$ cat config.mk
export PLATFORM = sky130hd
export DESIGN_NAME = regfile_access_sequencer
export DESIGN_NICKNAME = d
export VERILOG_FILES = /design/src/rtl/regfile_access_sequencer.sv
export SDC_FILE = /design/constraint.sdc
export NUM_CORES = 1
export LEC_CHECK = 0
export ABC_AREA = 1
export CAP_MARGIN = 20
export CORE_MARGIN = 5
export CORE_UTILIZATION = 38
export CTS_CLUSTER_SIZE = 14
export DETAILED_ROUTE_END_ITERATION = 12
export GPL_TIMING_DRIVEN = 0
export HOLD_SLACK_MARGIN = 0.02
export PLACE_DENSITY_LB_ADDON = 0.15
export SYNTH_ARGS = -nofsm -noshare
export SYNTH_HDL_FRONTEND = slang
export SYNTH_SLANG_ARGS = --single-unit
$ cat constraint.sdc
create_clock -name clock -period 4.14 [get_ports clock]
set_input_delay 0.414 -clock clock [delete_from_list [all_inputs] [get_ports clock]]
set_output_delay 0.414 -clock clock [all_outputs]
set_load 0.01 [all_outputs]
$ cat src/rtl/regfile_access_sequencer.sv
// regfile_access_sequencer: drives operand reads, the ALU handshake and result write-back on the register-file port
module regfile_access_sequencer #(
   parameter int WORD_BITS = 32,
   parameter int ADDR_BITS = 4,
   parameter int TIMEOUT   = 255
) (
   input  logic                 clock,
   input  logic                 reset,
   input  logic                 req_valid,
   output logic                 req_ready,
   input  logic [ADDR_BITS-1:0] req_ra,
   input  logic [ADDR_BITS-1:0] req_rb,
   input  logic [ADDR_BITS-1:0] req_rc,
   input  logic                 req_wb,
   output logic                 op_valid,
   input  logic                 op_ready,
   output logic [WORD_BITS-1:0] op_a,
   output logic [WORD_BITS-1:0] op_b,
   input  logic                 res_valid,
   output logic                 res_ready,
   input  logic [WORD_BITS-1:0] res_data,
   output logic [ADDR_BITS-1:0] rf_out_a,
   output logic [ADDR_BITS-1:0] rf_out_b,
   output logic [ADDR_BITS-1:0] rf_in_c,
   output logic [WORD_BITS-1:0] rf_e,
   output logic                 rf_enable,
   output logic                 rf_updateB,
   input  logic [WORD_BITS-1:0] rf_a,
   input  logic [WORD_BITS-1:0] rf_b,
   output logic                 timeout_err
);
   typedef enum logic [2:0] {IDLE, RD_STB, RD_CAP, OFFER, WAIT_RES, WR_STB, WR_HOLD} state_t;
   state_t               state_q, state_d;
   logic [7:0]           cnt_q, cnt_d;
   logic [ADDR_BITS-1:0] rc_q, rc_d, rf_out_a_q, rf_out_a_d, rf_out_b_q, rf_out_b_d, rf_in_c_q, rf_in_c_d;
   logic [WORD_BITS-1:0] op_a_q, op_a_d, op_b_q, op_b_d, rf_e_q, rf_e_d;
   logic                 wb_q, wb_d, req_ready_q, req_ready_d, op_valid_q, op_valid_d, res_ready_q, res_ready_d;
   logic                 rf_enable_q, rf_enable_d, rf_update_b_q, rf_update_b_d, timeout_err_q, timeout_err_d;
   logic                 accept, to_hit;
   // next state plus next value of every registered output, derived from where the FSM is heading
   always_comb begin
      accept = req_valid & req_ready_q;
      state_d = state_q;
      cnt_d = cnt_q;
      to_hit = 1'b0;
      case (state_q)
         IDLE:     if (accept) state_d = RD_STB;
         RD_STB:   state_d = RD_CAP;
         RD_CAP:   state_d = OFFER;
         OFFER: begin
            if (op_ready) state_d = wb_q ? WAIT_RES : IDLE;
            cnt_d = '0;
         end
         WAIT_RES: begin
            if (res_valid) state_d = WR_STB;
            else if (cnt_q == 8'(TIMEOUT - 1)) begin
               state_d = IDLE;
               to_hit = 1'b1;
            end else cnt_d = cnt_q + 8'd1;
         end
         WR_STB:   state_d = WR_HOLD;
         WR_HOLD:  state_d = IDLE;
         default:  state_d = IDLE;
      endcase
      rc_d = accept ? req_rc : rc_q;
      wb_d = accept ? req_wb : wb_q;
      rf_out_a_d = accept ? req_ra : rf_out_a_q;
      rf_out_b_d = accept ? req_rb : rf_out_b_q;
      op_a_d = (state_q == RD_CAP) ? rf_a : op_a_q;
      op_b_d = (state_q == RD_CAP) ? rf_b : op_b_q;
      rf_e_d = (state_q == WAIT_RES && res_valid) ? res_data : rf_e_q;
      rf_in_c_d = (state_d == WR_STB) ? rc_q : rf_in_c_q;
      req_ready_d = state_d == IDLE;
      op_valid_d = state_d == OFFER;
      res_ready_d = state_d == WAIT_RES;
      rf_enable_d = state_d == WR_STB || state_d == WR_HOLD;
      rf_update_b_d = state_d == RD_STB || state_d == WR_STB;
      timeout_err_d = timeout_err_q | to_hit;
   end
   // all state and outputs registered; reset aborts any operation immediately
   always_ff @(posedge clock or posedge reset) begin
      if (reset) begin
         state_q <= IDLE;
         cnt_q <= '0;
         rc_q <= '0;
         wb_q <= 1'b0;
         rf_out_a_q <= '0;
         rf_out_b_q <= '0;
         rf_in_c_q <= '0;
         op_a_q <= '0;
         op_b_q <= '0;
         rf_e_q <= '0;
         req_ready_q <= 1'b0;
         op_valid_q <= 1'b0;
         res_ready_q <= 1'b0;
         rf_enable_q <= 1'b0;
         rf_update_b_q <= 1'b0;
         timeout_err_q <= 1'b0;
      end else begin
         state_q <= state_d;
         cnt_q <= cnt_d;
         rc_q <= rc_d;
         wb_q <= wb_d;
         rf_out_a_q <= rf_out_a_d;
         rf_out_b_q <= rf_out_b_d;
         rf_in_c_q <= rf_in_c_d;
         op_a_q <= op_a_d;
         op_b_q <= op_b_d;
         rf_e_q <= rf_e_d;
         req_ready_q <= req_ready_d;
         op_valid_q <= op_valid_d;
         res_ready_q <= res_ready_d;
         rf_enable_q <= rf_enable_d;
         rf_update_b_q <= rf_update_b_d;
         timeout_err_q <= timeout_err_d;
      end
   end
   assign req_ready = req_ready_q;
   assign op_valid = op_valid_q;
   assign op_a = op_a_q;
   assign op_b = op_b_q;
   assign res_ready = res_ready_q;
   assign rf_out_a = rf_out_a_q;
   assign rf_out_b = rf_out_b_q;
   assign rf_in_c = rf_in_c_q;
   assign rf_e = rf_e_q;
   assign rf_enable = rf_enable_q;
   assign rf_updateB = rf_update_b_q;
   assign timeout_err = timeout_err_q;
endmodule

==> run_results.csv <==
group,metric,value,unit
grt,grt_usage,17.1,%
power,power_leakage,3.73,nW
floorplan,dieArea,0.0160,mm^2
critical_path,cp_top_family,"buffers and inverters",
clock_network,cts.sinks,130,
grt,grt_start_max_net_pins,76,
clock_network,cts_inserted_buffers,17,
routing,wire_per_inst,15.5,um
synth,seq_area_frac_synth,63.1,%
timing,setup_violations,0,
clock_network,clockRootBuffer,"clkbuf_16",
critical_path,path_max_fanout,2,
critical_path,r2r_cells,8,
synth,async_reset_ff_share,100,%
critical_path,arrival,1.36,ns
timing,fmax,565,MHz
floorplan,rows,42,
timing,min_period,1.77,ns
timing,finalHoldViolations,0,
grt,overflow,0,
timing,fin_crit_sh,42.8,%
layout,final_cell_mix,"227 x clkdlybuf4s50_1, 149 x nand2_1, 130 x dfrtp_1",
clock_network,clockBufferDepth,2,
floorplan,die_x,126,um
critical_path,required,3.73,ns
floorplan,coreArea,0.0133,mm^2
routing,drcViolationCount,0,
critical_path,startpoint_type,"flop",
layout,layout_commonest_cell,"clkdlybuf4s50_1",
placed_design,io_buffer_count,227,
timing,rsz0062_at_grt,"false",
floorplan,initial_core_util,38.8,%
critical_path,r2r-start,"state_q[0]",
timing,worst_pin_slew,0.521,ns
clock_network,ctsResizeCount,0,
outcome,status,"complete, no violations",
critical_path,rrSetupSlack,2.68,ns
timing,hold_ws,0.419,ns
grt,antenna_found_initial,0,
critical_path,r2r_end,"rf_e[16]",
synth,synth_top_area_cell,"dfrtp_1",
grt,grt_pass1_wl,21.7,mm
synth,ys_ff_latch,130,
layout,finalNetCount,788,
timing,skew,0.00705,ns
synth,yosys.area.top_type_share,63.1,%
placed_design,place_area,0.00768,mm^2
clock_network,cts_max_level,4,
synth,synthesis.area,0.00516,mm^2
clock_network,hold_buffers,0,
job,maxCapViolCount,0,
routing,vias_per_cell,4.62,
placed_design,place.gp.congestion,0.769,
clock_network,clk_pin_slew,0.06,ns
critical_path,worstPathCellList,"clkdlybuf4s50_1",
routing,finalWirelength,13.4,mm
synth,ys.warnings.count,0,
synth,syn_inst,425,
floorplan,io_pins,228,
clock_network,cts_tree,"built",
layout,syn2layout_area_growth,59.9,%
layout,diodes,0,
floorplan,die_h,126,um
power,vdd_drop_max,0.000379,V
routing,ant_nets,0,
synth,synth_edf_count,0,
power,pwr_density_cell,746,mW/mm^2
timing,slew_headroom,65.3,%
synth,synth_cell_type_count,23,
hold_path,hold_path.class,"primary input to asynchronous set/reset pin",
routing,first_iter_violations,119,
routing,vias,3971,
clock_network,clk_latency,0.41,ns
critical_path,setup.worst_path.class,"flop to output port",
critical_path,cp.buffers_inverters,1,
placed_design,hpwl,10.1,mm
clock_network,post-cts-setup-buffers,0,
grt,grt_pass1_vias,4304,
critical_path,worstSetupEndpointType,"output port",
synth,synth_fp_nets,541,
layout,stdcell_area,0.00825,mm^2
timing,maxSlewViolCount,0,
routing,dr.pass1.iters,4,
critical_path,max_stage_delay,0.58,ns
synth,syn_avg_cell_area,12.1,um^2
critical_path,cp_slowest_cell,"clkdlybuf4s50_1",
layout,drive_gt1_share,20.0,%
synth,synth_ff_type,"dfrtp_1",
synth,synthTopCellsByArea,"dfrtp_1 63%, mux2_2 16%, nand2_1 11%, buf_6 2.4%, inv_1 0.80%",
## cells by family after synthesis
kind of cell,Yosys count,synth area share (%)
fa+ha+maj,2,0.485
mux,77,17.0
xor+xnor,3,0.510
flops,130,63.1
compound gates,4,0.582
buf+inv,27,3.74
simple gates,182,14.6
## layout make-up
cell class	instances	area (um^2)
Sequential cell	130	3250
Multi-Input combinational cell	268	1710
Tap cell	176	220
Fill cell	1052	5050
Clock buffer	22	484
Inverter	13	58.8
Buffer	14	139
Clock inverter	9	81.3
Timing Repair Buffer	228	2300
## cell usage after synthesis, types with 3 or more instances
cell	instances
dfrtp_1	130
nand3_1	6
nand4_1	5
nand2_2	4
mux2_2	75
nand2_4	3
buf_2	3
inv_1	11
buf_6	11
nand2_1	149
nor2_1	10
xor2_1	3
## report_power, final
| part | leakage [nW] | switching (mW) | internal, mW |
|---|---|---|---|
| Clock | 0.274 | 0.525 | 0.881 |
| Combinational | 1.86 | 1.04 | 1.59 |
| Sequential | 1.60 | 0.280 | 1.83 |
## sequential cells by signal, summed over array words and instances, names as in the netlist, 3 cells and up
register,count
cnt_q,8
op_a,32
op_b,32
rc_q,4
rf_e,32
rf_in_c,4
rf_out_a,4
rf_out_b,4
state_q,3
## metrics by stage
stage	util (%)	TNS (ns)	worst slack (ns)	total power [mW]	cells
5_1_grt	62.0	0	2.33	6.52	860
4_1_cts	62.0	0	2.36	6.25	860
2_1_floorplan	-	0	0.257	3.39	425
3_5_place_dp	57.8	0	2.30	4.80	829
6_report	62.0	0	2.37	6.15	860
3_3_place_gp	57.5	-200.92	-1.55	4.73	828
## routing by layer
layer / GRT usage, % / routed length, um / vias up
met5: 0 / 0 / -
met2: 28.0 / 6570 / 152
met3: 7.48 / 1340 / 31
met4: 8.20 / 426 / 0
met1: 19.1 / 5020 / 1919
li1: - / - / 1869
## worst max-delay path by stage
stage	start	end	slack, ns	depth (start not counted)
floorplan	reset	cnt_q[0]	0.26	1
global placement	reset	rf_e[1]	-1.55	2
detailed placement	req_valid	rf_out_a[0]	2.30	4
CTS	rf_in_c[0]	rf_in_c[0]	2.36	1
global route	rf_e[28]	rf_e[28]	2.33	1
finish	rf_in_c[0]	rf_in_c[0]	2.37	1
(Power assumes the default switching activity.)
